==> src/rtl/hazard_control_unit_pkg.sv <==
// Shared types and constants for the ID/EX hazard control unit.
package hazard_pkg;

  typedef enum logic [1:0] {
    IDLE  = 2'd0,
    STALL = 2'd1,
    FLUSH = 2'd2
  } state_t;

  localparam logic [3:0] OP_JAL  = 4'b0100;
  localparam logic [3:0] OP_JALR = 4'b0110;

  // Window down-counter; wide enough for the longest stall window (15).
  localparam int DCNT_W = 4;
  typedef logic [DCNT_W-1:0] dcnt_t;

  // The first cycle of a window is spent in IDLE, so the state only covers the rest.
  function automatic dcnt_t win_load(input int cycles);
    return dcnt_t'(cycles - 1);
  endfunction

endpackage

==> src/rtl/hazard_control_unit_if.sv <==
// ID/EX pipeline view of the hazard unit: stage fields in, control and event counts out.
interface hazard_control_unit_if #(
  parameter int REG_W = 4,
  parameter int OP_W  = 4,
  parameter int CNT_W = 16
);
  logic [REG_W-1:0] id_rs1;
  logic [REG_W-1:0] id_rs2;
  logic             id_uses_rs1;
  logic             id_uses_rs2;
  logic [REG_W-1:0] ex_rd;
  logic             ex_memread;
  logic [OP_W-1:0]  ex_instop;
  logic             ex_branch;
  logic             ex_zero;

  logic             stall;
  logic             pc_write;
  logic             ifid_write;
  logic             idex_bubble;
  logic             ifid_flush;
  logic             branch_taken;
  logic [CNT_W-1:0] stall_events;
  logic [CNT_W-1:0] flush_events;

  modport master (
    output id_rs1, id_rs2, id_uses_rs1, id_uses_rs2,
    output ex_rd, ex_memread, ex_instop, ex_branch, ex_zero,
    input  stall, pc_write, ifid_write, idex_bubble, ifid_flush, branch_taken,
    input  stall_events, flush_events
  );

  modport slave (
    input  id_rs1, id_rs2, id_uses_rs1, id_uses_rs2,
    input  ex_rd, ex_memread, ex_instop, ex_branch, ex_zero,
    output stall, pc_write, ifid_write, idex_bubble, ifid_flush, branch_taken,
    output stall_events, flush_events
  );
endinterface

==> src/rtl/hazard_control_unit_reg_compare.sv <==
// One source-vs-destination register match, gated by the source use flag.
module hazard_reg_compare
  import hazard_pkg::*;
#(
  parameter int REG_W       = 4,
  parameter int ZERO_REG_EN = 1
) (
  input  logic [REG_W-1:0] rs,
  input  logic             uses,
  input  logic [REG_W-1:0] rd,
  output logic             match
);

  // x0 is hardwired, so a load targeting it never produces a value to wait for.
  logic rd_zero;
  assign rd_zero = (ZERO_REG_EN != 0) && (rd == '0);
  assign match   = uses && (rs == rd) && !rd_zero;

endmodule

==> src/rtl/hazard_control_unit.sv <==
// Load-use stall and branch/jump flush sequencer between ID and EX, with window counters.
module hazard_control_unit
  import hazard_pkg::*;
#(
  parameter int REG_W        = 4,
  parameter int OP_W         = 4,
  parameter int LOAD_LAT     = 1,
  parameter int FLUSH_CYCLES = 1,
  parameter int ZERO_REG_EN  = 1,
  parameter int CNT_W        = 16
) (
  input  logic                 clock,
  input  logic                 reset_n,
  hazard_control_unit_if.slave bus
);

  localparam int NUM_SRC = 2;

  state_t state, state_nxt;
  dcnt_t  dcnt, dcnt_nxt;

  logic [NUM_SRC-1:0][REG_W-1:0] rs_vec;
  logic [NUM_SRC-1:0]            use_vec;
  logic [NUM_SRC-1:0]            match_vec;

  logic hazard, redirect;
  logic stall_start, flush_start;
  logic stall_o, pc_write_o, ifid_write_o, bubble_o, flush_o, taken_o;
  logic [CNT_W-1:0] stall_cnt, flush_cnt;

  assign rs_vec  = {bus.id_rs2, bus.id_rs1};
  assign use_vec = {bus.id_uses_rs2, bus.id_uses_rs1};

  for (genvar i = 0; i < NUM_SRC; i++) begin : g_cmp
    hazard_reg_compare #(
      .REG_W      (REG_W),
      .ZERO_REG_EN(ZERO_REG_EN)
    ) u_cmp (
      .rs   (rs_vec[i]),
      .uses (use_vec[i]),
      .rd   (bus.ex_rd),
      .match(match_vec[i])
    );
  end

  assign hazard   = bus.ex_memread && (|match_vec);
  assign redirect = (bus.ex_branch && !bus.ex_zero) ||
                    (bus.ex_instop == OP_W'(OP_JAL)) ||
                    (bus.ex_instop == OP_W'(OP_JALR));

  always_comb begin
    state_nxt    = state;
    dcnt_nxt     = dcnt;
    stall_start  = 1'b0;
    flush_start  = 1'b0;
    stall_o      = 1'b0;
    pc_write_o   = 1'b1;
    ifid_write_o = 1'b1;
    bubble_o     = 1'b0;
    flush_o      = 1'b0;
    taken_o      = 1'b0;
    if (reset_n) begin
      unique case (state)
        IDLE, STALL: begin
          // A redirect outranks a stall: the stalled instruction is on the wrong path.
          if (redirect) begin
            taken_o     = 1'b1;
            flush_o     = 1'b1;
            bubble_o    = 1'b1;
            flush_start = 1'b1;
            if (FLUSH_CYCLES > 1) begin
              state_nxt = FLUSH;
              dcnt_nxt  = win_load(FLUSH_CYCLES);
            end else begin
              state_nxt = IDLE;
            end
          end else if (state == STALL) begin
            stall_o      = 1'b1;
            pc_write_o   = 1'b0;
            ifid_write_o = 1'b0;
            bubble_o     = 1'b1;
            dcnt_nxt     = dcnt - dcnt_t'(1);
            if (dcnt == dcnt_t'(1)) state_nxt = IDLE;
          end else if (hazard) begin
            stall_o      = 1'b1;
            pc_write_o   = 1'b0;
            ifid_write_o = 1'b0;
            bubble_o     = 1'b1;
            stall_start  = 1'b1;
            if (LOAD_LAT > 1) begin
              state_nxt = STALL;
              dcnt_nxt  = win_load(LOAD_LAT);
            end
          end
        end
        FLUSH: begin
          // Instructions behind a redirect are dead, so hazards here are ignored.
          flush_o  = 1'b1;
          bubble_o = 1'b1;
          dcnt_nxt = dcnt - dcnt_t'(1);
          if (dcnt == dcnt_t'(1)) state_nxt = IDLE;
        end
        default: state_nxt = IDLE;
      endcase
    end
  end

  always_ff @(posedge clock) begin
    if (!reset_n) begin
      state     <= IDLE;
      dcnt      <= '0;
      stall_cnt <= '0;
      flush_cnt <= '0;
    end else begin
      state <= state_nxt;
      dcnt  <= dcnt_nxt;
      if (stall_start && (stall_cnt != '1)) stall_cnt <= stall_cnt + CNT_W'(1);
      if (flush_start && (flush_cnt != '1)) flush_cnt <= flush_cnt + CNT_W'(1);
    end
  end

  assign bus.stall        = stall_o;
  assign bus.pc_write     = pc_write_o;
  assign bus.ifid_write   = ifid_write_o;
  assign bus.idex_bubble  = bubble_o;
  assign bus.ifid_flush   = flush_o;
  assign bus.branch_taken = taken_o;
  assign bus.stall_events = stall_cnt;
  assign bus.flush_events = flush_cnt;

endmodule

==> src/flat_wrapper.sv <==
// flat-port wrapper written by rule: the top's interface ports become plain ports
module hazard_control_unit_flat import hazard_pkg::*;
#(
  parameter int REG_W        = 4,
  parameter int OP_W         = 4,
  parameter int LOAD_LAT     = 1,
  parameter int FLUSH_CYCLES = 1,
  parameter int ZERO_REG_EN  = 1,
  parameter int CNT_W        = 16
)
  (clock, reset_n, bus_id_rs1, bus_id_rs2, bus_id_uses_rs1, bus_id_uses_rs2, bus_ex_rd, bus_ex_memread, bus_ex_instop, bus_ex_branch, bus_ex_zero, bus_stall, bus_pc_write, bus_ifid_write, bus_idex_bubble, bus_ifid_flush, bus_branch_taken, bus_stall_events, bus_flush_events);
  hazard_control_unit_if #(.REG_W(REG_W), .OP_W(OP_W), .CNT_W(CNT_W)) bus_i ();
  input  logic clock;
  input  logic reset_n;
  input wire logic [$bits(bus_i.id_rs1)-1:0] bus_id_rs1;
  input wire logic [$bits(bus_i.id_rs2)-1:0] bus_id_rs2;
  input wire logic [$bits(bus_i.id_uses_rs1)-1:0] bus_id_uses_rs1;
  input wire logic [$bits(bus_i.id_uses_rs2)-1:0] bus_id_uses_rs2;
  input wire logic [$bits(bus_i.ex_rd)-1:0] bus_ex_rd;
  input wire logic [$bits(bus_i.ex_memread)-1:0] bus_ex_memread;
  input wire logic [$bits(bus_i.ex_instop)-1:0] bus_ex_instop;
  input wire logic [$bits(bus_i.ex_branch)-1:0] bus_ex_branch;
  input wire logic [$bits(bus_i.ex_zero)-1:0] bus_ex_zero;
  output wire logic [$bits(bus_i.stall)-1:0] bus_stall;
  output wire logic [$bits(bus_i.pc_write)-1:0] bus_pc_write;
  output wire logic [$bits(bus_i.ifid_write)-1:0] bus_ifid_write;
  output wire logic [$bits(bus_i.idex_bubble)-1:0] bus_idex_bubble;
  output wire logic [$bits(bus_i.ifid_flush)-1:0] bus_ifid_flush;
  output wire logic [$bits(bus_i.branch_taken)-1:0] bus_branch_taken;
  output wire logic [$bits(bus_i.stall_events)-1:0] bus_stall_events;
  output wire logic [$bits(bus_i.flush_events)-1:0] bus_flush_events;
  assign bus_i.id_rs1 = bus_id_rs1;
  assign bus_i.id_rs2 = bus_id_rs2;
  assign bus_i.id_uses_rs1 = bus_id_uses_rs1;
  assign bus_i.id_uses_rs2 = bus_id_uses_rs2;
  assign bus_i.ex_rd = bus_ex_rd;
  assign bus_i.ex_memread = bus_ex_memread;
  assign bus_i.ex_instop = bus_ex_instop;
  assign bus_i.ex_branch = bus_ex_branch;
  assign bus_i.ex_zero = bus_ex_zero;
  assign bus_stall = bus_i.stall;
  assign bus_pc_write = bus_i.pc_write;
  assign bus_ifid_write = bus_i.ifid_write;
  assign bus_idex_bubble = bus_i.idex_bubble;
  assign bus_ifid_flush = bus_i.ifid_flush;
  assign bus_branch_taken = bus_i.branch_taken;
  assign bus_stall_events = bus_i.stall_events;
  assign bus_flush_events = bus_i.flush_events;
  hazard_control_unit #(.REG_W(REG_W), .OP_W(OP_W), .LOAD_LAT(LOAD_LAT), .FLUSH_CYCLES(FLUSH_CYCLES), .ZERO_REG_EN(ZERO_REG_EN), .CNT_W(CNT_W)) u_core (.clock(clock), .reset_n(reset_n), .bus(bus_i));
endmodule
==> config.mk <==
export PLATFORM = sky130hd
export DESIGN_NAME = hazard_control_unit_flat
export DESIGN_NICKNAME = d
export VERILOG_FILES = /design/src/rtl/hazard_control_unit_pkg.sv /design/src/rtl/hazard_control_unit_if.sv /design/src/rtl/hazard_control_unit_reg_compare.sv /design/src/rtl/hazard_control_unit.sv /design/src/flat_wrapper.sv
export SDC_FILE = /design/constraint.sdc
export NUM_CORES = 1
export LEC_CHECK = 0
export ABC_AREA = 1
export ABC_CLOCK_PERIOD_IN_PS = 2700
export CAP_MARGIN = 20
export CORE_MARGIN = 5
export CORE_UTILIZATION = 48
export CTS_BUF_LIST = sky130_fd_sc_hd__clkbuf_16
export CTS_CLUSTER_SIZE = 12
export DETAILED_ROUTE_END_ITERATION = 7
export PLACE_DENSITY = 0.9
export SKIP_LAST_GASP = 1
export SLEW_MARGIN = 5
export SYNTH_ARGS = -nofsm -noshare
export SYNTH_HDL_FRONTEND = slang
export SYNTH_SLANG_ARGS = --single-unit
export TNS_END_PERCENT = 30
==> constraint.sdc <==
create_clock -name clock -period 2.7 [get_ports clock]
set_clock_uncertainty 0.15 [all_clocks]
set_input_delay 0.81 -clock clock [delete_from_list [all_inputs] [get_ports clock]]
set_output_delay 0.81 -clock clock [all_outputs]
set_load 0.03 [all_outputs]
# Word-level counts from Yosys, hierarchy flattened
# Index checks and enable logic that the tools add are counted.
[totals] elab_cells=66 ram_bits=0 rom_bits=0 inputBits=23 latch_bits=0 memories=0 register_bits=38 out_inout_bits=38
[op_classes] addsub=3 n_bitwise=0 shifts=0 n_reduce_logical=18 order_cmp=0 mul=0 mux=29 n_div=0 n_eq_ne=12
[op_table] operator="16-bit by 1-bit adder with 16-bit output (second input constant)" n=2
[op_table] operator="16-bit != test (second input constant)" n=2
[op_table] operator="1-bit two-way mux" n=20
[op_table] operator="4-bit by 3-bit equality test with 1-bit output (second input constant)" n=2
[op_table] operator="4-bit equality test" n=2
[op_table] operator="1-bit logical AND" n=8
[op_table] operator="4-bit two-way mux" n=2
[op_table] operator="4-bit case mux with 2 select lines" n=1
[op_table] operator="2-bit two-way mux" n=3
[op_table] operator="4-bit by 1-bit equality test with 1-bit output (second input constant)" n=1
[op_table] operator="4-bit logical NOT" n=1
[op_table] operator="1-bit case mux with 2 select lines" n=2
[op_table] operator="2-bit case mux with 2 select lines" n=1
[op_table] operator="2-bit OR reduction" n=2
[op_table] operator="4-bit by 1-bit subtractor with 4-bit output (second input constant)" n=1
[op_table] operator="3-bit by 1-bit != test with 1-bit output (second input constant)" n=1
[op_table] operator="3-bit AND reduction" n=1
[op_table] operator="2-bit by 1-bit equality test with 1-bit output (second input constant)" n=1
[op_table] operator="2-bit equality test (second input constant)" n=1
[op_table] operator="1-bit logical NOT" n=2
[op_table] operator="2-bit logical NOT" n=1
[op_table] operator="1-bit logical OR" n=2
[op_table] operator="2-bit by 1-bit != test with 1-bit output (second input constant)" n=1
[op_table] operator="2-bit != test (second input constant)" n=1
[op_table] operator="2-bit nonzero test" n=1

# Depth between registers and ports, before layout
[depth] word_depth=11 ltp_mapped=12 depth_no_buf=12

# Cells and area by module
# A second synthesis with hierarchy kept.
[hier_totals] cells_unflattened=402 hier_area_um2=2570.0
[modules_own_cells] mod="hazard_control_unit" cells_per_inst=352 n_inst=1 area_each_um2=2379.8 seq_area_each_um2=760.7
[modules_own_cells] mod="hazard_reg_compare" cells_per_inst=25 n_inst=2 area_each_um2=95.1 seq_area_each_um2=0.0

# Worst setup path after synthesis
# Ideal clock, no wire load.
[synth_timing] path_type="input-to-output" from="input port bus_ex_rd[3]" to="output port bus_pc_write" t_required_ps=1740 cell_stages=12 slack_ps=-1018 t_arrival_ps=2758 n_path_buf=1 path_cell_list="inv_1 > nand2_1 > nand2_1 > nor2_1 > nand3_1 > nand2_1 > nand2_1 > o21ai_0 > nand2_1 > nor3_1 > inv_1 > buf_4"
[synth_via] elab_chain_len=10 elab_cells_between_ends=15 classes_between="eq/ne: 2; mux: 5; reduce/logical: 8"
[synth_lines] element="start: declaration" line_no="flat_wrapper.sv:19" source="input wire logic [$bits(bus_i.ex_rd)-1:0] bus_ex_rd;"
[synth_lines] element="4-bit equality test or 4-bit logical NOT (tied branches)" line_no="hazard_control_unit_reg_compare.sv:17, hazard_control_unit_reg_compare.sv:16"
[synth_lines] element="1-bit logical AND or 1-bit logical NOT (tied branches)" line_no="hazard_control_unit_reg_compare.sv:17" source="assign match = uses && (rs == rd) && !rd_zero;"
[synth_lines] element="1-bit logical AND" line_no="hazard_control_unit_reg_compare.sv:17"
[synth_lines] element="2-bit OR reduction (*)" line_no="hazard_control_unit.sv:46" source="assign hazard = bus.ex_memread && (|match_vec);"
[synth_lines] element="1-bit logical AND (*)" line_no="hazard_control_unit.sv:46"
[synth_lines] element="1-bit two-way mux (*) (5 in a row)"
[synth_lines] element="end: declaration" line_no="flat_wrapper.sv:25" source="output wire logic [$bits(bus_i.pc_write)-1:0] bus_pc_write;"
# Every way passes the cells marked *; elsewhere a longest branch is shown, timed or not.

# Worst setup path in the final report
[layout_timing] from="input port bus_ex_rd[0]" to="output port bus_stall"
[layout_via] elab_chain_len=10 elab_cells_between_ends=15 classes_between="eq/ne: 2; mux: 5; reduce/logical: 8"
[layout_lines] element="4-bit equality test or 4-bit logical NOT (tied branches)" line_no="hazard_control_unit_reg_compare.sv:17, hazard_control_unit_reg_compare.sv:16"
[layout_lines] element="1-bit logical AND or 1-bit logical NOT (tied branches)" line_no="hazard_control_unit_reg_compare.sv:17"
[layout_lines] element="1-bit logical AND" line_no="hazard_control_unit_reg_compare.sv:17"
[layout_lines] element="2-bit OR reduction (*)" line_no="hazard_control_unit.sv:46"
[layout_lines] element="1-bit logical AND (*)" line_no="hazard_control_unit.sv:46"
[layout_lines] element="1-bit two-way mux (*)" line_no="hazard_control_unit.sv:84" source="end else if (hazard) begin"
[layout_lines] element="1-bit two-way mux (*)" line_no="hazard_control_unit.sv:77" source="end else if (state == STALL) begin"
[layout_lines] element="1-bit two-way mux (*)" line_no="hazard_control_unit.sv:66" source="if (redirect) begin"
[layout_lines] element="1-bit two-way mux (*)" line_no="hazard_control_unit.sv:63" source="unique case (state)"
[layout_lines] element="1-bit two-way mux (*)" line_no="hazard_control_unit.sv:62" source="if (reset_n) begin"
[layout_lines] element="end: declaration" line_no="flat_wrapper.sv:24" source="output wire logic [$bits(bus_i.stall)-1:0] bus_stall;"
# Marks and branches as above.

==> flow_summary.ini <==
[outcome]
run_status = finished with violations
failed_checks = negative setup slack

[power_and_ir_drop]
irDropWorstVdd_mv = 0.318
power.density_cell_area_mw_per_mm2 = 454
cellLeakagePower_uw = 0.00134

[route]
drt-pass1-iter-count = 4
detailedRoute.firstIterationViolations = 193
detail_route.drc_violations = 0
detail_route.vias_per_cell = 5.23
routed_wl_um = 6120
antenna_left = 0
wl_per_cell_um = 12.9
detailroute.via_count = 2489

[place]
place.gp.congestion = 0.872
detailedPlacementHpwl_um = 4350
place_ws_ns = -1.29
number_of_port_buffers = 59

[timing]
setup_tns_ns = -1.11
report.final.slew_viol_count = 0
report.final.setup_viol = 6
period_needed_ns = 2.96
layout_worst_path_cycle_share = 1.10
hold_viol_final = 0
clock.fmax_ghz = 0.338
slew_headroom = 0.714
rsz0062_at_grt = true
worst_slew_pin_slew_ns = 0.426
finalWorstSetupSlack_ns = -0.259

[grt]
grtUsageTotal = 0.206
use_met2 = 0.378
first_pass_grt_wire_length_um = 10400
total_congestion_overflow = 0
gr-usage-met1 = 0.233
antenna_found_initial = 0
gr-usage-met3 = 0.0412
number_of_global_route_vias_before_repair = 2389
grt_start_max_net_pins = 27
grt-busiest-layer = met2

[yosys]
ys_warn_count = 0
post-synth-top-area-fraction = 0.339
async_flop_share = 0
number_of_storage_elements_in_the_synthesis_netlist = 38
synth_largest_area_cell = sky130_fd_sc_hd__dfxtp_1
yosys.cell_types.count = 31
syn-mean-instance-area_um2 = 6.48
synth-edff-count = 0
synth.cells.most_frequent = sky130_fd_sc_hd__nand2_1, sky130_fd_sc_hd__nor2_1, sky130_fd_sc_hd__inv_1, sky130_fd_sc_hd__dfxtp_1, sky130_fd_sc_hd__nand3_1
post_synth_instance_area_mm2 = 0.00225
dominantRegCellSynth = sky130_fd_sc_hd__dfxtp_1
synth.yosys.seq_area_share = 0.339
post-synth-top-count-cell = sky130_fd_sc_hd__nand2_1
synthesis.nets = 374
synthCells = 347
netlist_top_cells_area = sky130_fd_sc_hd__dfxtp_1, sky130_fd_sc_hd__nand2_1, sky130_fd_sc_hd__nor2_1

[final_layout]
layout-drive-gt1-share = 0.191
antenna_cells = 0
layout.area.seq_um2 = 761
multi_input_gate_area_mm2 = 0.00129
num-nets-final = 450
nFillCells = 361
area_growth_pct = 43.9

[setup_path]
r2r_end = u_core.bus.stall_events[14]
critical_path_required_ns = 1.74
path_max_fanout = 5
critical_path_capture_point = bus_stall
worst-endpoint-arrival_ns = 2.00
reg2reg_from = u_core.bus.stall_events[0]
worst_setup_path_start_kind = input port
critical_path_type = in -> out
end_kind = output pin
ff2ff_path_depth = 12
worst_setup_path_startpoint = bus_ex_rd[0]
rrSetupSlack_ns = 0.70

[clocking]
cts_root_buf = sky130_fd_sc_hd__clkbuf_16
worstSkewPairLatency_ns = 0.28
clkSlewWorstSetupHoldPaths_ns = 0.05
cts-root-to-sink-buffers = 2
cts_hold_buffers = 0
cts_num_sinks = 38
htree_num_levels = 2
cts_buffers = 5
tritoncts = yes
post-cts-setup-buffers = 0

[floorplan]
design.portCount = 61
die_outline_area_mm2 = 0.00615
placement_rows = 24
die_h_um = 78.4
die_w_um = 78.4
initial_utilization = 0.506
core_region_area_mm2 = 0.00444

[worst_hold_path]
hold_crit_path_type = reg -> reg

[job]
cap_violations = 0
[cell usage in the layout, fill, tap and decap left out, drive strengths merged]
cell type	netlist	layout
nand2	89	89
nor2	64	64
inv	48	48
dfxtp	38	38
buf	7	38
clkdlybuf4s50	0	32
nand3	22	22
a21oi	20	20
o21ai	15	15
nor3	11	11
nand4	9	9
xnor2	6	6
clkbuf	2	5
dlygate4sd2	0	5
ha	4	4
o21bai	4	4
and3	2	2
bufinv	0	2
dlymetal6s2s	0	2
o21a	1	1
or2	1	1
a221oi	1	1
nor4	1	1
a31oi	1	1
xor2	1	1
clkinv	0	1
clkdlybuf4s15	0	1
[state kept, by name, indices dropped and copies added (netlist names)]
signal / cells
u_core.dcnt: 4
u_core.bus.stall_events: 16
u_core.state: 2
u_core.bus.flush_events: 16
[through the flow]
step / area, µm² / cells / util / hold slack [ns] / power [µW]
2_1_floorplan: 2290 / 347 / - / 0.294 / 652
3_3_place_gp: 3020 / 468 / 0.679 / 0.308 / 722
3_5_place_dp: 3020 / 468 / 0.679 / 0.317 / 726
4_1_cts: 3190 / 476 / 0.717 / 0.346 / 1470
5_1_grt: 3230 / 476 / 0.727 / 0.380 / 1520
6_report: 3230 / 476 / 0.727 / 0.348 / 1470
[worst min-delay path by stage]
stage                                     startpoint                         end  depth (start not counted)
after global routing      u_core.bus.flush_events[3]  u_core.bus.flush_events[3]                          1
final                                 u_core.dcnt[3]              u_core.dcnt[3]                          2
after detailed placement              u_core.dcnt[3]              u_core.dcnt[3]                          2
after CTS                             u_core.dcnt[3]              u_core.dcnt[3]                          2
after floorplan                       u_core.dcnt[3]              u_core.dcnt[3]                          2
after global placement                u_core.dcnt[3]              u_core.dcnt[3]                          2
[timing repair]
action	4_1_cts	5_1_grt
gates cloned	0	0
gates resized for setup	82	16
hold endpoints to repair	0	0
endpoints found under the setup margin	6	6
pin swaps	22	17
[worst max-delay path, stage by stage]
cell	delay, ns
sky130_fd_sc_hd__buf_8	0.11
sky130_fd_sc_hd__nand2_4	0.05
sky130_fd_sc_hd__nand2_2	0.05
sky130_fd_sc_hd__nor2_2	0.12
sky130_fd_sc_hd__nand3_1	0.10
sky130_fd_sc_hd__nand2_2	0.10
sky130_fd_sc_hd__nand2_2	0.06
sky130_fd_sc_hd__o21ai_2	0.06
sky130_fd_sc_hd__nand2_2	0.09
sky130_fd_sc_hd__nor3_4	0.20
sky130_fd_sc_hd__buf_4	0.14
sky130_fd_sc_hd__buf_6	0.12
[report_power, final]
part | switching, µW | leakage (µW) | internal [µW] | total, µW
Sequential | 2.97 | 0.000306 | 563 | 566
Clock | 226 | 0.0000915 | 526 | 752
Combinational | 79.1 | 0.000938 | 71.1 | 150
[cell type report]
type                    count  share of cell area
clock buffers               5              0.0387
multi-input cells         252               0.398
repair buffers             78               0.226
clock inverters             3              0.0197
well taps                  52              0.0201
inverters                  48              0.0619
flip-flops and latches     38               0.235
[routing by layer]
metal | part of all wire | wire length, µm | vias to the layer above
met1 | 0.40 | 2420 | 1121
met5 | 0 | 0 | -
li1 | - | - | 1253
met4 | 0.019 | 119 | 0
met3 | 0.058 | 354 | 15
met2 | 0.53 | 3220 | 100
[logic make-up after synthesis]
logic type / share of synthesized area
compound gates: 0.105
xor+xnor: 0.0273
fa+ha+maj: 0.0223
buf+inv: 0.111
flops: 0.339
simple gates: 0.396
(Power assumes the default switching activity.)
==> RTL edit 1: new RTL, config.mk and constraints unchanged <==
`REG_W` is set to 4 in 4 places; all go to 6.
--- a/src/rtl/hazard_control_unit_if.sv
+++ b/src/rtl/hazard_control_unit_if.sv
@@ -1,5 +1,5 @@
 // ID/EX pipeline view of the hazard unit: stage fields in, control and event counts out.
 interface hazard_control_unit_if #(
-  parameter int REG_W = 4,
+  parameter int REG_W = 6,
   parameter int OP_W  = 4,
   parameter int CNT_W = 16
--- a/src/rtl/hazard_control_unit_reg_compare.sv
+++ b/src/rtl/hazard_control_unit_reg_compare.sv
@@ -3,5 +3,5 @@
   import hazard_pkg::*;
 #(
-  parameter int REG_W       = 4,
+  parameter int REG_W       = 6,
   parameter int ZERO_REG_EN = 1
 ) (
--- a/src/rtl/hazard_control_unit.sv
+++ b/src/rtl/hazard_control_unit.sv
@@ -3,5 +3,5 @@
   import hazard_pkg::*;
 #(
-  parameter int REG_W        = 4,
+  parameter int REG_W        = 6,
   parameter int OP_W         = 4,
   parameter int LOAD_LAT     = 1,
--- a/src/flat_wrapper.sv
+++ b/src/flat_wrapper.sv
@@ -2,5 +2,5 @@
 module hazard_control_unit_flat import hazard_pkg::*;
 #(
-  parameter int REG_W        = 4,
+  parameter int REG_W        = 6,
   parameter int OP_W         = 4,
   parameter int LOAD_LAT     = 1,
Ports: changed (resized bus_ex_rd, bus_id_rs1 and bus_id_rs2); port bits go from 61 to 67. No check against the original RTL was run, so the function may have changed too.
==> RTL edit 1 against the original RTL <==
The run still ends with negative setup slack left; worst setup slack improved by 0.087 ns; core utilization fell by 2.4 points; design area rose by 2.8%; final cell count rose by 7.8%; synthesized cell count rose by 4.0%; via count rose by 4.0%; sequential cell count did not move; wire length rose by 4.2%; area after synthesis rose by 3.3%; clock power fell by 12%; power fell by 6.1%; die area rose by 2.9%.
==> RTL edit 1: results (changes against the original RTL) <==
[timing]
fin_ws_ns = -0.171  ; +0.0872 ns
worst_slew_pin_slew_ns = 0.326  ; -0.0993 ns
setup_viol = 6  ; unchanged

[finish]
clockNetworkAreaShare_pct = 4.97  ; -0.88 points
multi_input_gates = 258  ; +2.4%
instances_no_fill = 513  ; +7.8%
layout.nets = 478  ; +6.2%
drive_above_1_share_pct = 22.2  ; +3.1 points
buf_share_pct = 22.2  ; -0.40 points
syn_to_final_growth_pct = 43.2
seq_share_pct = 22.9  ; -0.65 points
multi_input_area_um2 = 1350  ; +4.6%
fill_cells = 386  ; +6.9%
design.seq.count = 38  ; unchanged

[power]
seqPwrFrac_pct = 41.0  ; +2.4 points
p_comb_share_pct = 11.2  ; +1.0 points
switching_share_pct = 22.6  ; +1.6 points
leakage_nw = 1.41  ; +5.8%

[setup_path]
r2r-start = u_core.bus.flush_events[0]
arrival_ns = 1.91  ; -0.09 ns
worstPathMaxFanout = 3  ; -2
cp-startpoint = bus_ex_rd[2]

[grt]
grt_pass1_wl_mm = 10.8  ; +3.5%
gr-usage-met1_pct = 23.5  ; +0.23 points
grt_usage_pct = 21.2  ; +0.57 points
grt_pass1_vias = 2552  ; +6.8%
grt.met2_usage_pct = 38.6  ; +0.81 points

[route]
drt_iter0_markers = 148  ; -23%
met3_length_um = 441  ; +25%
vias_per_cell = 5.05  ; -3.5%
wl_met1_mm = 2.52  ; +4.2%

[run_status]
violations = negative setup slack
status = finished with violations

[synthesis]
avgSynthCellArea_um2 = 6.43  ; -0.72%
synth_compound_area_share_pct = 12.3  ; +1.9 points
synth_nets = 394  ; +5.3%
ys_types = 36  ; +16%
synth_fa_ha_area_share_pct = 2.16  ; -0.071 points
synth_area_leaders = dfxtp_1 (33%), nand2_1 (15%), nor2_1 (8.9%)
synth_seq_area_share_pct = 32.8  ; -1.1 points

[clock_tree]
cts_setup_buffers = 5  ; +5
cts-resized-gates = 123  ; +50%

[placed_design]
placed_area_um2 = 3100  ; +2.7%
place_hpwl_mm = 4.56  ; +4.8%
dp_slack_ns = -1.12  ; +0.163 ns
portBuffers = 65  ; +10%

[RTL edit 1: cell types whose count changed after synthesis, moves of 3 or more]
cell     unedited run  this run
nor3b_1             0         5
o21ai_0            14        19
xnor2_1             6         1
nand4_1             9         6
inv_2               2        12
nor3_1              9         6
nor2_4              4         1
nand2_1            88        92
[RTL edit 1: final timing paths]
check,slack [ns],end,depth (start not counted)
max,-0.17,bus_pc_write,14
min,0.33,u_core.bus.flush_events[4],2
max reg2reg,0.82,u_core.bus.flush_events[10],10
min reg2reg,0.33,u_core.bus.flush_events[4],2
[RTL edit 1: critical path: stages]
cell and delay [ns]:
buf_6 0.10, inv_4 0.05, nand2_1 0.04, nand2_1 0.06
nand2_1 0.05, nor2_1 0.09, nand2_1 0.10, nand2_4 0.09
nand2_4 0.05, o21ai_2 0.05, nand2_2 0.07, nor3_4 0.14
inv_2 0.07, buf_6 0.14
==> RTL edit 2: new RTL, config.mk and constraints unchanged <==
Without the edit above. Encoding of `state_t`: now one-hot (3 bits for 3 states).
--- a/src/rtl/hazard_control_unit_pkg.sv
+++ b/src/rtl/hazard_control_unit_pkg.sv
@@ -2,8 +2,8 @@
 package hazard_pkg;
 
-  typedef enum logic [1:0] {
-    IDLE  = 2'd0,
-    STALL = 2'd1,
-    FLUSH = 2'd2
+  typedef enum logic [2:0] {
+    IDLE  = 3'b001,
+    STALL = 3'b010,
+    FLUSH = 3'b100
   } state_t;
 
Behaviour: same outputs for any inputs over 10 cycles, from zero or initial values and one cycle with reset_n low; not proved beyond that.
==> RTL edit 2 against the original RTL <==
The run still ends with negative setup slack left; design area is 5.0% higher; sequential share of layout area is 0.54 points lower; sequential cell count is 1 higher; wire length is 17% higher; power is 11% lower; count of clock-buffer cells in the layout stayed put; largest cell class unchanged; final cell count is 6.1% higher; critical path depth is 1 lower; non-clock buffer count is 18 higher; register-to-register slack worse by 0.09 ns; die area is 2.4% higher; worst setup slack better by 0.14 ns; critical path type unchanged; area after synthesis is 2.8% higher.
==> RTL edit 2: results (changes against the original RTL) <==
[grt]
grt_usage_pct = 23.1  ; +2.5 points
grt_pass1_wl_mm = 11.5  ; +11%
grt_max_degree = 23  ; -15%
grt_pass1_vias = 2635  ; +10%

[setup_path]
cp-endpoint = bus_idex_bubble
worstPathMaxFanout = 4  ; -1
r2r-start = u_core.bus.stall_events[1]
r2r_slack_ns = 0.61  ; -0.09 ns
worstRegToRegCells = 11  ; -1
reg2reg_to = u_core.bus.stall_events[1]
max_stage_delay_ns = 0.22  ; +0.02 ns

[synthesis]
synth_area_leaders = dfxtp_1 (34%), nand2_1 (13%), nor2_1 (8.8%)
ys_types = 30  ; -3.2%
synth_seq_area_share_pct = 33.8  ; -0.050 points
synth_nets = 385  ; +2.9%
synthTopCellsByCount = nand2_1 (80), nor2_1 (54), inv_1 (49)

[placed_design]
dp_cells = 484  ; +3.4%
placed_area_um2 = 3050  ; +1.0%
gp_congestion = 0.930  ; +6.7%
place_hpwl_mm = 4.59  ; +5.4%

[finish]
instances_no_fill = 505  ; +6.1%
drive_above_1_share_pct = 24.8  ; +5.7 points
final_util_pct = 72.4  ; -0.37 points
fill_cells = 350  ; -3.0%

[timing]
fin_ws_ns = -0.122  ; +0.136 ns
fin_setup_tns_ns = -0.324  ; +0.786 ns
setup_viol = 7  ; +1

[power]
seqPwrFrac_pct = 44.5  ; +5.9 points
leakage_nw = 1.46  ; +9.1%
p_sw_mw = 0.311  ; +1.0%

[route]
met2_length_mm = 3.59  ; +11%
met3_length_um = 416  ; +18%
wl_met1_mm = 2.84  ; +17%
totalWireLength_mm = 7.14  ; +17%
drt_iter0_markers = 154  ; -20%

[run_status]
status = finished with violations
violations = negative setup slack

## RTL edit 2: cell types whose count changed in the layout (fill, tap and decap cells not counted), moves of 6 or more
| cell | unedited run | this run |
|---|---|---|
| nor3_1 | 8 | 14 |
| nand2_1 | 80 | 73 |
| a21oi_2 | 0 | 8 |
| buf_4 | 19 | 34 |
| o21ai_0 | 13 | 5 |
## RTL edit 2: repair_timing
action,4_1_cts,5_1_grt
setup buffers,16,1
pin swaps,23,14
resized for setup,89,27
gates cloned,0,1
endpoints found under the setup margin,6,22
hold buffers,0,0
endpoints found under the hold margin,0,0
## RTL edit 2: how the worst min path moves through the flow
stage,start,end,slack (ns),cells after the start
3_3_place_gp,u_core.dcnt[3],u_core.dcnt[3],0.31,2
2_1_floorplan,u_core.dcnt[3],u_core.dcnt[3],0.30,2
4_1_cts,u_core.dcnt[3],u_core.dcnt[3],0.33,2
6_report,u_core.bus.flush_events[4],u_core.bus.flush_events[4],0.33,2
3_5_place_dp,u_core.dcnt[3],u_core.dcnt[3],0.32,2
5_1_grt,u_core.bus.flush_events[4],u_core.bus.flush_events[4],0.37,2
## RTL edit 2: cells by family after synthesis
group | synth area share [%]
buffers and inverters | 12.2
XOR/XNOR | 1.52
AO/OA/AOI/OAI | 10.3
flip-flops | 33.8
AND/OR/NAND/NOR | 40.0
adder cells (fa/ha/maj) | 2.17
## RTL edit 2: layout make-up
cell class / count / area share [%]
clock buffers: 5 / 3.68
clock inverters: 1 / 0.111
inverters: 54 / 6.19
multi-input cells: 256 / 39.7
flip-flops and latches: 39 / 23.0
well taps: 54 / 1.99
repair buffers: 96 / 25.3
## RTL edit 2: layer usage
layer | vias to the layer above | global-route usage (%)
met4 | 0 | 10.7
li1 | 1334 | -
met2 | 114 | 40.7
met5 | - | 0
met1 | 1249 | 26.7
met3 | 30 | 4.42
